--- src/rtl/axi_arbiter.sv ---
// Two-master (IFU read-only, LSU read/write) to one-slave AXI arbiter, one transaction in flight.
// Define ARB_RR_EN for round-robin IFU/LSU arbitration; default is fixed LSU priority.
module axi_arbiter #(
   parameter int unsigned ADDR_W = 32,
   parameter int unsigned DATA_W = 32
) (
   input  logic                  clk_i,
   input  logic                  rst_i,
   // IFU AR / R
   input  logic [3:0]            m0_arid_i,
   input  logic [ADDR_W-1:0]     m0_araddr_i,
   input  logic [7:0]            m0_arlen_i,
   input  logic [2:0]            m0_arsize_i,
   input  logic [1:0]            m0_arburst_i,
   input  logic                  m0_arvalid_i,
   output logic                  m0_arready_o,
   output logic [3:0]            m0_rid_o,
   output logic [DATA_W-1:0]     m0_rdata_o,
   output logic [1:0]            m0_rresp_o,
   output logic                  m0_rlast_o,
   output logic                  m0_rvalid_o,
   input  logic                  m0_rready_i,
   // LSU AR / R
   input  logic [3:0]            m1_arid_i,
   input  logic [ADDR_W-1:0]     m1_araddr_i,
   input  logic [7:0]            m1_arlen_i,
   input  logic [2:0]            m1_arsize_i,
   input  logic [1:0]            m1_arburst_i,
   input  logic                  m1_arvalid_i,
   output logic                  m1_arready_o,
   output logic [3:0]            m1_rid_o,
   output logic [DATA_W-1:0]     m1_rdata_o,
   output logic [1:0]            m1_rresp_o,
   output logic                  m1_rlast_o,
   output logic                  m1_rvalid_o,
   input  logic                  m1_rready_i,
   // LSU AW / W / B
   input  logic [3:0]            m1_awid_i,
   input  logic [ADDR_W-1:0]     m1_awaddr_i,
   input  logic [7:0]            m1_awlen_i,
   input  logic [2:0]            m1_awsize_i,
   input  logic [1:0]            m1_awburst_i,
   input  logic                  m1_awvalid_i,
   output logic                  m1_awready_o,
   input  logic [3:0]            m1_wid_i,
   input  logic [DATA_W-1:0]     m1_wdata_i,
   input  logic [DATA_W/8-1:0]   m1_wstrb_i,
   input  logic                  m1_wlast_i,
   input  logic                  m1_wvalid_i,
   output logic                  m1_wready_o,
   output logic [3:0]            m1_bid_o,
   output logic [1:0]            m1_bresp_o,
   output logic                  m1_bvalid_o,
   input  logic                  m1_bready_i,
   // Slave side
   output logic [3:0]            s_arid_o,
   output logic [ADDR_W-1:0]     s_araddr_o,
   output logic [7:0]            s_arlen_o,
   output logic [2:0]            s_arsize_o,
   output logic [1:0]            s_arburst_o,
   output logic                  s_arvalid_o,
   input  logic                  s_arready_i,
   output logic [3:0]            s_awid_o,
   output logic [ADDR_W-1:0]     s_awaddr_o,
   output logic [7:0]            s_awlen_o,
   output logic [2:0]            s_awsize_o,
   output logic [1:0]            s_awburst_o,
   output logic                  s_awvalid_o,
   input  logic                  s_awready_i,
   output logic [3:0]            s_wid_o,
   output logic [DATA_W-1:0]     s_wdata_o,
   output logic [DATA_W/8-1:0]   s_wstrb_o,
   output logic                  s_wlast_o,
   output logic                  s_wvalid_o,
   input  logic                  s_wready_i,
   input  logic [3:0]            s_rid_i,
   input  logic [DATA_W-1:0]     s_rdata_i,
   input  logic [1:0]            s_rresp_i,
   input  logic                  s_rlast_i,
   input  logic                  s_rvalid_i,
   output logic                  s_rready_o,
   input  logic [3:0]            s_bid_i,
   input  logic [1:0]            s_bresp_i,
   input  logic                  s_bvalid_i,
   output logic                  s_bready_o
);

   typedef enum logic [3:0] {
      StIdle = 4'b0001,
      StM0Rd = 4'b0010,
      StM1Rd = 4'b0100,
      StM1Wr = 4'b1000
   } state_e;

   state_e r_state;
   logic   r_ar_done;
   logic   r_aw_done;
   logic   r_w_done;
`ifdef ARB_RR_EN
   logic   r_last_grant;  // 1: LSU served most recently
`endif

   logic w_r0, w_r1r, w_r1w;
   logic w_ar_hs, w_aw_hs, w_w_last_hs, w_r_last_hs, w_b_hs, w_wr_done;

   assign w_r0        = m0_arvalid_i;
   assign w_r1r       = m1_arvalid_i;
   assign w_r1w       = m1_awvalid_i | m1_wvalid_i;
   assign w_ar_hs     = s_arvalid_o & s_arready_i;
   assign w_aw_hs     = s_awvalid_o & s_awready_i;
   assign w_w_last_hs = s_wvalid_o & s_wready_i & s_wlast_o;
   assign w_r_last_hs = s_rvalid_i & s_rready_o & s_rlast_i;
   assign w_b_hs      = s_bvalid_i & s_bready_o;
   assign w_wr_done   = r_aw_done & r_w_done;

   always_ff @(posedge clk_i) begin
      if (rst_i) begin
         r_state   <= StIdle;
         r_ar_done <= 1'b0;
         r_aw_done <= 1'b0;
         r_w_done  <= 1'b0;
`ifdef ARB_RR_EN
         r_last_grant <= 1'b1;
`endif
      end else begin
         unique case (r_state)
            StIdle: begin
`ifdef ARB_RR_EN
               // LSU wins unless the IFU also requests and the LSU was served last
               if ((w_r1r | w_r1w) & (~w_r0 | ~r_last_grant)) begin
                  r_state      <= w_r1r ? StM1Rd : StM1Wr;
                  r_last_grant <= 1'b1;
               end else if (w_r0) begin
                  r_state      <= StM0Rd;
                  r_last_grant <= 1'b0;
               end
`else
               if (w_r1r) begin
                  r_state <= StM1Rd;
               end else if (w_r1w) begin
                  r_state <= StM1Wr;
               end else if (w_r0) begin
                  r_state <= StM0Rd;
               end
`endif
            end
            StM0Rd, StM1Rd: begin
               if (w_ar_hs) begin
                  r_ar_done <= 1'b1;
               end
               if (w_r_last_hs) begin
                  r_state   <= StIdle;
                  r_ar_done <= 1'b0;
               end
            end
            StM1Wr: begin
               if (w_aw_hs) begin
                  r_aw_done <= 1'b1;
               end
               if (w_w_last_hs) begin
                  r_w_done <= 1'b1;
               end
               if (w_b_hs) begin
                  r_state   <= StIdle;
                  r_aw_done <= 1'b0;
                  r_w_done  <= 1'b0;
               end
            end
            default: begin
               r_state   <= StIdle;
               r_ar_done <= 1'b0;
               r_aw_done <= 1'b0;
               r_w_done  <= 1'b0;
            end
         endcase
      end
   end

   always_comb begin
      s_arid_o     = '0;
      s_araddr_o   = '0;
      s_arlen_o    = '0;
      s_arsize_o   = '0;
      s_arburst_o  = '0;
      s_arvalid_o  = 1'b0;
      s_awid_o     = '0;
      s_awaddr_o   = '0;
      s_awlen_o    = '0;
      s_awsize_o   = '0;
      s_awburst_o  = '0;
      s_awvalid_o  = 1'b0;
      s_wid_o      = '0;
      s_wdata_o    = '0;
      s_wstrb_o    = '0;
      s_wlast_o    = 1'b0;
      s_wvalid_o   = 1'b0;
      s_rready_o   = 1'b0;
      s_bready_o   = 1'b0;
      m0_arready_o = 1'b0;
      m0_rid_o     = '0;
      m0_rdata_o   = '0;
      m0_rresp_o   = '0;
      m0_rlast_o   = 1'b0;
      m0_rvalid_o  = 1'b0;
      m1_arready_o = 1'b0;
      m1_rid_o     = '0;
      m1_rdata_o   = '0;
      m1_rresp_o   = '0;
      m1_rlast_o   = 1'b0;
      m1_rvalid_o  = 1'b0;
      m1_awready_o = 1'b0;
      m1_wready_o  = 1'b0;
      m1_bid_o     = '0;
      m1_bresp_o   = '0;
      m1_bvalid_o  = 1'b0;
      unique case (r_state)
         StM0Rd: begin
            s_arid_o     = m0_arid_i;
            s_araddr_o   = m0_araddr_i;
            s_arlen_o    = m0_arlen_i;
            s_arsize_o   = m0_arsize_i;
            s_arburst_o  = m0_arburst_i;
            s_arvalid_o  = m0_arvalid_i & ~r_ar_done;
            m0_arready_o = s_arready_i & ~r_ar_done;
            m0_rid_o     = s_rid_i;
            m0_rdata_o   = s_rdata_i;
            m0_rresp_o   = s_rresp_i;
            m0_rlast_o   = s_rlast_i;
            m0_rvalid_o  = s_rvalid_i;
            s_rready_o   = m0_rready_i;
         end
         StM1Rd: begin
            s_arid_o     = m1_arid_i;
            s_araddr_o   = m1_araddr_i;
            s_arlen_o    = m1_arlen_i;
            s_arsize_o   = m1_arsize_i;
            s_arburst_o  = m1_arburst_i;
            s_arvalid_o  = m1_arvalid_i & ~r_ar_done;
            m1_arready_o = s_arready_i & ~r_ar_done;
            m1_rid_o     = s_rid_i;
            m1_rdata_o   = s_rdata_i;
            m1_rresp_o   = s_rresp_i;
            m1_rlast_o   = s_rlast_i;
            m1_rvalid_o  = s_rvalid_i;
            s_rready_o   = m1_rready_i;
         end
         StM1Wr: begin
            s_awid_o     = m1_awid_i;
            s_awaddr_o   = m1_awaddr_i;
            s_awlen_o    = m1_awlen_i;
            s_awsize_o   = m1_awsize_i;
            s_awburst_o  = m1_awburst_i;
            s_awvalid_o  = m1_awvalid_i & ~r_aw_done;
            m1_awready_o = s_awready_i & ~r_aw_done;
            s_wid_o      = m1_wid_i;
            s_wdata_o    = m1_wdata_i;
            s_wstrb_o    = m1_wstrb_i;
            s_wlast_o    = m1_wlast_i;
            s_wvalid_o   = m1_wvalid_i & ~r_w_done;
            m1_wready_o  = s_wready_i & ~r_w_done;
            // B is only accepted once both address and last data beat have gone out
            m1_bid_o     = s_bid_i;
            m1_bresp_o   = s_bresp_i;
            m1_bvalid_o  = s_bvalid_i & w_wr_done;
            s_bready_o   = m1_bready_i & w_wr_done;
         end
         default: ;
      endcase
   end

endmodule

--- config.mk ---
export PLATFORM = sky130hd
export DESIGN_NAME = axi_arbiter
export DESIGN_NICKNAME = d
export VERILOG_FILES = /design/src/rtl/axi_arbiter.sv
export SDC_FILE = /design/constraint.sdc
export NUM_CORES = 1
export LEC_CHECK = 0
export CAP_MARGIN = 20
export CORE_AREA = 2 2 185 187
export CTS_BUF_LIST = sky130_fd_sc_hd__clkbuf_4 sky130_fd_sc_hd__clkbuf_8
export CTS_CLUSTER_SIZE = 20
export DETAILED_ROUTE_END_ITERATION = 16
export DIE_AREA = 0 0 187 189
export GPL_TIMING_DRIVEN = 0
export PLACE_DENSITY_LB_ADDON = 0.15
export SETUP_SLACK_MARGIN = 0.02
export SYNTH_ARGS = -nofsm -noshare
export SYNTH_HDL_FRONTEND = slang
export SYNTH_SLANG_ARGS = --single-unit
--- constraint.sdc ---
create_clock -name clk_i -period 1.8 [get_ports clk_i]
set_clock_uncertainty 0.15 [all_clocks]
set_input_delay 0.36 -clock clk_i [delete_from_list [all_inputs] [get_ports clk_i]]
set_output_delay 0.36 -clock clk_i [all_outputs]
set_load 0.005 [all_outputs]
== Word level (Yosys, flattened, before mapping) ==
Index checks and enable logic that the tools add are counted.
W data, S select, Z words.

* Flip-flop bits (word level): 7
* Latch bits: 0
* Bits in writable memories: 0
* Bits in read-only memories: 0
* Input bits: 247
* Memories: 0

* $add $sub $neg: 0
* $mul: 0
* Div/mod/pow operators: 0
* Magnitude comparators: 0
* Equality and inequality tests: 10
* Shifts and indexed selects: 0
* Muxes and demuxes: 51
* Bitwise gates (word level): 23
* Reductions and logical operators: 7

{| class="wikitable"
|+ Operator list
! cell !! count
|-
| $mux W32 || 4
|-
| $pmux W32 S2 || 1
|-
| $mux W4 || 11
|-
| $mux W1 || 19
|-
| $and A1 B1 Y1 || 17
|-
| $pmux W8 S2 || 1
|-
| $pmux W4 S3 || 1
|-
| $pmux W1 S2 || 5
|-
| $ne A3 B3 Y1 const B || 3
|-
| $mux W2 || 4
|-
| $mux W8 || 1
|-
| $pmux W4 S2 || 1
|-
| $pmux W3 S2 || 1
|-
| $reduce_and A2 Y1 || 3
|-
| $not A1 Y1 || 5
|-
| $eq A4 B1 Y1 const B || 1
|-
| $eq A4 B2 Y1 const B || 1
|-
| $eq A4 B3 Y1 const B || 1
|-
| $eq A4 B4 Y1 const B || 1
|-
| $ne A2 B2 Y1 const B || 2
|-
| $ne A4 B4 Y1 const B || 1
|-
| $pmux W2 S2 || 1
|-
| $reduce_or A2 Y1 || 2
|-
| $mux W3 || 1
|-
| other kinds (3) || 3
|}

== Depth between registers and ports, before layout ==
Gate-level depths: netlist of the first run.

* Word-level depth: 8
* Depth in mapped cells: 6
* Depth with buffers taken out: 4

== Worst setup path before layout of the first run ==
Ideal clock, no wire load.

* Path type: reg2out
* From: register r_state[2]
* To: output port m1_arready_o
* Arrival: 1.531 ns
* Required time: 1.290 ns
* Slack: -0.241 ns
* Stages on the path, launching flop included: 7
* Buffers on the path: 3
* Cells stage by stage: dfxtp_1 -> buf_2 -> nor2b_1 -> and2_1 -> clkbuf_1 -> clkbuf_1 -> and3b_1

* Longest elaborated chain between the ends: 2

{| class="wikitable"
|+ RTL lines
! what !! RTL line !! RTL
|-
| start: declaration || 95 || <nowiki>state_e r_state;</nowiki>
|-
| start signal: assignment || 118 || <nowiki>r_state <= StIdle;</nowiki>
|-
| start signal: assignment || 139 || <nowiki>r_state <= StM1Rd;</nowiki>
|-
| start signal: assignment || 141 || <nowiki>r_state <= StM1Wr;</nowiki>
|-
| $eq A4 B3 Y1 || 216 || <nowiki>unique case (r_state)</nowiki>
|-
| $mux W1 || 216 ||
|-
| end: declaration || 30 || <nowiki>output logic m1_arready_o,</nowiki>
|}

Every way passes these cells.

== Worst setup path in the final report of the first run ==
* From: register r_state[3]
* To: output port s_araddr_o[26]

* Longest elaborated chain between the ends: 2
* Elaborated cells between the ends (all ways): 3
* Those cells by class: 2 x eq/ne; 1 x mux

{| class="wikitable"
|+ RTL lines
! what !! RTL line !! RTL
|-
| $eq A4 B3 Y1 or $eq A4 B2 Y1 (tied branches) || 216 ||
|-
| $pmux W32 S2 * || 216 ||
|-
| end: declaration || 57 || <nowiki>output logic [ADDR_W-1:0] s_araddr_o,</nowiki>
|}

Mark *: on every way between the ends. The rest lies on a longest branch, timed or not.

==> out/results.txt, run 1 <==
Fmax: 445 MHz
Reg2Reg Depth: 5
Worst path bufs/invs: 4
Chip Height: 189 µm
Vias per cell: 3.57
Later-pin clock latency in the skew report: 230 ps
Core ar.: 0.0333 mm²
Min Hold Slack: 416 ps
Synth area leaders: and2_1 (28%), and3_1 (23%), a22o_1 (20%)
Layout cells sized above 1: 55.3%
Post-synthesis simple-gate area fraction: 60.5%
Violation count after the first detailed-route iteration: 72
Clk sinks: 7
Register area share after synthesis: 6.43%
Router iterations before antenna repair: 4
Area of the mapped netlist: 0.00218 mm²
Vias in the first global route: 4,787
Placed Cells incl. Taps: 1,252
Syn_nets: 570
Static leakage: 4.41 nW
Post-DRT Antenna Nets: 0
Pin count of the biggest net entering global routing: 11
Gr ovfl total: 0
Routability cong.: 0.797
Post-DP Area: 0.00759 mm²
Synthesis-to-finish area growth: 325%
Async set-reset flop share out of synthesis: 0%
Final worst slack: -449 ps
Worst Path Required: 1290 ps
Clk buf depth: 2
CTS tree: built
Routed vias: 4,786
Primary FF master, synth: dfxtp_1
Die Wd: 187 µm
Post-synthesis adder-cell area fraction: 0%
Synth warnings: 0
CTS clk-pin slew, worst paths: 40 ps
Io pins: 482
Non-Filler Instances: 1,340
Fill cell total of the finished layout: 3,682
Routed WL per cell: 17.5 µm
Synth top cells by count: and2_1 (97), and3_1 (80), a22o_1 (50)
Design area: 0.00926 mm²
Endpoint class of the critical path: output pin
Kind of start point of the critical path: flip-flop
Inserted Clock Buffers: 3
Worst Hold Depth: 2
Starting Density: 6.55%
Die area: 0.0353 mm²
Yosys reg bits: 7
Htree depth: 1
Nets: 1,138
Max_slew headroom: 73.0%
First-pass GRT wire length: 32.4 mm
Final Hold Fails: 0
Most common cell in the netlist: and2_1
Mapped Avg Cell Area: 6.75 µm²
Critical Setup Path Class: flip-flop to output pin
Measured slew at the worst slew-check pin: 401 ps
Cell count along the critical path: 7
Compound-Gate Fraction of Synth Area: 25.3%
Critical path, cell by cell: or2_4 > nor3_4 > buf_12 > buf_6 > clkbuf_16 > a22o_1 > buf_2
Yosys cell types: 31
CP max FO: 6
RSZ-0062 raised after global routing: true
HP Class: flip-flop to flip-flop
Status: complete, but fails checks
Max Cap Viol: 0
Tcrit/Tclk final: 125%
Slowest-stage cell, CP: dfxtp_4
Fin util: 27.8%
GRT Resource Usage Total: 12.2%
Largest family of logic cells by synthesized area: simple AND/OR/NAND/NOR gates
Buffers added on ports: 481
Area leader, netlist: and2_1
Post-synth EDFFs: 0
Final count of negative-setup-slack endpoints: 236
Fin. max-slew vios: 0
Initial antenna violation count: 2
Crit path largest cell delay: 350 ps
Synth Area in XOR/XNOR: 0%
Post-synthesis mux area share: 0%
VDD IR max: 0.170 mV
Violated checks: setup timing
Clk root buf: clkbuf_8
Pwr Density: 267 mW/mm²
Post-DP HPWL: 18.6 mm
Drt total wl: 23.4 mm
Minimum clock period: 2250 ps
Worst path top cell family by delay: buffers and inverters
Post-synth top area share: 27.8%
Row count: 67
Critical Path AT: 1740 ps
Post-Syn Instances: 323
DRC Markers: 0
## path summary, 6_finish.rpt
kind / start / to / slack, ps
min: r_aw_done / r_aw_done / 420
max: r_state[3] / s_araddr_o[26] / -450
max reg2reg: r_state[3] / r_state[1] / -390
min reg2reg: r_aw_done / r_aw_done / 420
## layout make-up
class                   instances  area, µm²  share of cell area [%]
diodes                          2       5.00                  0.0540
plain buffers                  34        617                    6.66
clock buffers                   4       48.8                   0.527
inverters                       2       7.51                  0.0811
multi-input cells             273       2320                    25.0
flip-flops and latches          7        155                    1.68
well taps                     448        561                    6.05
repair buffers                570       5550                    59.9
## power by group
group          internal, mW  switching (mW)  leakage, nW
Clock                 0.168          0.0682       0.0262
Combinational          1.36           0.682         4.32
Sequential            0.171          0.0270       0.0594
Total                  1.70           0.777         4.41
## metrics by stage
step	total power, mW	setup slack (ps)	TNS, ps
after floorplan	0.571	-93.3	-3380
after global placement	1.60	-1330	-224620
after detailed placement	1.59	-1360	-226630
after CTS	2.22	-498	-86410
after global routing	2.64	-531	-82170
final	2.48	-449	-67170
## what timing repair did
item	4_1_cts	5_1_grt
setup buffers	53	27
cloned	11	3
hold buffers	0	0
pin swaps	77	85
endpoints found under the setup margin	240	240
resized for setup	969	401
## sequential cells by signal, summed over array words and instances, names as in the netlist
signal,count
r_w_done,1
r_state,4
r_ar_done,1
r_aw_done,1
## logic make-up (layout without fill, tap and decap cells)
| logic type | after synthesis | after routing |
|---|---|---|
| other cells | 0 | 2 |
| compound gates | 66 | 66 |
| simple gates | 207 | 207 |
| flops | 7 | 7 |
| buf+inv | 43 | 610 |
## per-layer routing
metal,GRT usage (%),share of wire [%],vias to the layer above
li1,-,-,2314
met1,12.7,36,2208
met2,24.2,55,250
met3,3.50,7.8,14
met4,2.08,1.5,0
met5,0,0,-
## cell usage in the layout (no fill, tap or decap), types with 2 or more instances in the layout
master	netlist	layout
and3_4	0	32
and2_4	0	85
and3_1	80	48
buf_8	0	32
nor2b_4	0	2
a21oi_1	4	3
clkdlybuf4s50_1	0	246
clkbuf_16	0	13
buf_4	0	21
clkdlybuf4s15_2	0	7
nand2_1	2	2
and2_1	97	12
clkbuf_2	0	11
a31oi_1	3	3
buf_12	0	11
and3b_1	6	6
nand3b_1	2	2
nor2_4	0	2
o21ai_0	3	3
clkbuf_8	0	10
dfxtp_1	7	3
nor2_1	7	5
diode_2	0	2
dfxtp_4	0	4
buf_2	1	93
a22o_1	50	50
dlygate4sd2_1	0	5
buf_6	1	157
inv_1	2	2
## tightest hold or removal path: stages, from the launching register on
cell,delay (ps)
dfxtp_1,390
a31oi_1,60
nor2_1,70
(Power assumes the default switching activity.)
==> run 2, diff against run 1 <==
Settings changed: MAX_ROUTING_LAYER set to met4.
==> run 2 against run 1 <==
The run still ends with setup timing left. Routed wire length is 0.93% higher. First-iteration DRC count fell by 19%. Cell count grew 1.0%. Via count up 1.8%. Critical path type unchanged. Highest routed layer unchanged.
==> out/results.txt, run 2 (synthesized netlist as in run 1, its figures left out) <==
Fin. max-slew vios: 0
Commonest non-fill, non-tap cells in the layout: clkdlybuf4s50_1 (244), buf_6 (178), and2_4 (92)
Routability cong.: 0.808
Nets: 1,152
Pin count of the biggest net entering global routing: 11
Commonest non-fill, non-tap cell in the layout: clkdlybuf4s50_1
Routed WL per cell: 17.5 µm
Die area: 0.0353 mm²
First-pass GRT wire length: 32.3 mm
HP Class: flip-flop to flip-flop
Worst R2R End: r_state[1]
Vias in the first global route: 4,809
Final count of negative-setup-slack endpoints: 236
CP max FO: 6
Gr ovfl total: 0
Kind of start point of the critical path: flip-flop
VDD IR max: 0.151 mV
Sink of the worst hold path: r_aw_done
Tcrit/Tclk final: 125%
Min Hold Slack: 414 ps
Critical Setup Path Class: flip-flop to output pin
Status: complete, but fails checks
Reg2Reg Depth: 5
Max Cap Viol: 0
Post-DRT Antenna Nets: 0
Violation count after the first detailed-route iteration: 58
Htree depth: 1
Minimum clock period: 2250 ps
Total Neg Setup Slack: -68,380 ps
Measured slew at the worst slew-check pin: 376 ps
Worst Path Required: 1290 ps
Hold path start: r_aw_done
Starting Density: 6.55%
CTS clk-pin slew, worst paths: 40 ps
Buffers added on ports: 481
Vias per cell: 3.60
Pwr Density: 274 mW/mm²
Worst Hold Depth: 2
Io pins: 482
Final Hold Fails: 0
Storage cell area: 155 µm²
Critical Path AT: 1740 ps
Static leakage: 4.49 nW
Initial antenna violation count: 2
Reg2Reg Setup Slack: -390 ps
Clk sinks: 7
Design Power: 2.61 mW
Largest register FFs: 4
DRC Markers: 0
Clk root buf: clkbuf_8
Drt total wl: 23.6 mm
Area of the multi-input gates: 0.00240 mm²
Synthesis-to-finish area growth: 337%
Fmax: 445 MHz
Endpoint class of the critical path: output pin
Layout cells sized above 1: 58.7%
Core ar.: 0.0333 mm²
Router iterations before antenna repair: 4
Top reg by flops: r_state
Clk buf depth: 2
CTS tree: built
Fill cell total of the finished layout: 3,640
Later-pin clock latency in the skew report: 230 ps
Die Wd: 187 µm
GRT Resource Usage Total: 12.5%
Chip Height: 189 µm
Violated checks: setup timing
Inserted Clock Buffers: 3
Row count: 67
Final worst slack: -448 ps
RSZ-0062 raised after global routing: true
Routed vias: 4,874
CTS hold repair buffers: 0
Post-DP HPWL: 18.6 mm
Max_slew headroom: 74.6%
FF-to-FF Start: r_state[3]
==> run 2: cell types whose count changed in the layout (fill, tap and decap cells not counted), sizes merged <==
| cell | previous run | this run |
|---|---|---|
| clkbuf | 35 | 38 |
| clkdlybuf4s15 | 7 | 0 |
| dlymetal6s2s | 1 | 2 |
| dlygate4sd2 | 5 | 0 |
| clkdlybuf4s50 | 246 | 244 |
| buf | 314 | 338 |
==> run 2: where the power goes <==
group / leakage (nW) / internal (mW) / total [mW] / switching (mW)
sequential: 0.0594 / 0.171 / 0.197 / 0.0261
combinational: 4.40 / 1.46 / 2.17 / 0.716
clock: 0.0262 / 0.168 / 0.236 / 0.0679
==> run 2: cell type report <==
class | count | share of cell area (%)
plain buffers | 33 | 6.17
well taps | 448 | 5.88
inverters | 2 | 0.0788
clock buffers | 4 | 0.512
repair buffers | 585 | 60.5
flip-flops and latches | 7 | 1.63
diodes | 2 | 0.0525
multi-input cells | 273 | 25.1
==> run 2: repair_timing <==
action,4_1_cts,5_1_grt
setup buffers,53,39
endpoints found under the setup margin,240,240
resized for setup,969,465
gates cloned,11,5
pin swaps,77,98
==> run 2: through the flow <==
stage          setup WS (ps)  utilization [%]  instances  cell area, µm²
2_1_floorplan          -93.3                -        323            2220
3_3_place_gp           -1330             22.8       1252            7590
3_5_place_dp           -1360             22.8       1252            7590
4_1_cts                 -498             24.8       1319            8250
5_1_grt                 -531             28.6       1354            9530
6_report                -448             28.6       1354            9530
==> run 2: worst max-delay path by stage <==
stage,from,to,cells past startpoint
2_1_floorplan,r_state[1],r_state[1],4
3_3_place_gp,r_state[3],m0_arready_o,5
3_5_place_dp,r_state[3],m0_arready_o,5
4_1_cts,r_state[0],s_araddr_o[26],7
5_1_grt,r_state[0],s_araddr_o[26],7
6_report,r_state[0],s_araddr_o[26],7
==> run 2: routing by layer <==
layer  vias to the layer above  wire (µm)  global-route usage, %
met2                       252      13000                   24.2
met5                         -          0                      -
met4                         0        354                   2.08
li1                       2342          -                      -
met3                        16       1680                   2.72
met1                      2264       8600                   13.2
==> run 2: critical path, stage by stage, from the launching register on <==
cell       delay [ps]
dfxtp_4           360
or2_4             250
nor3_4            190
buf_12            160
buf_6             110
clkbuf_16         130
a22o_1            170
buf_2             130
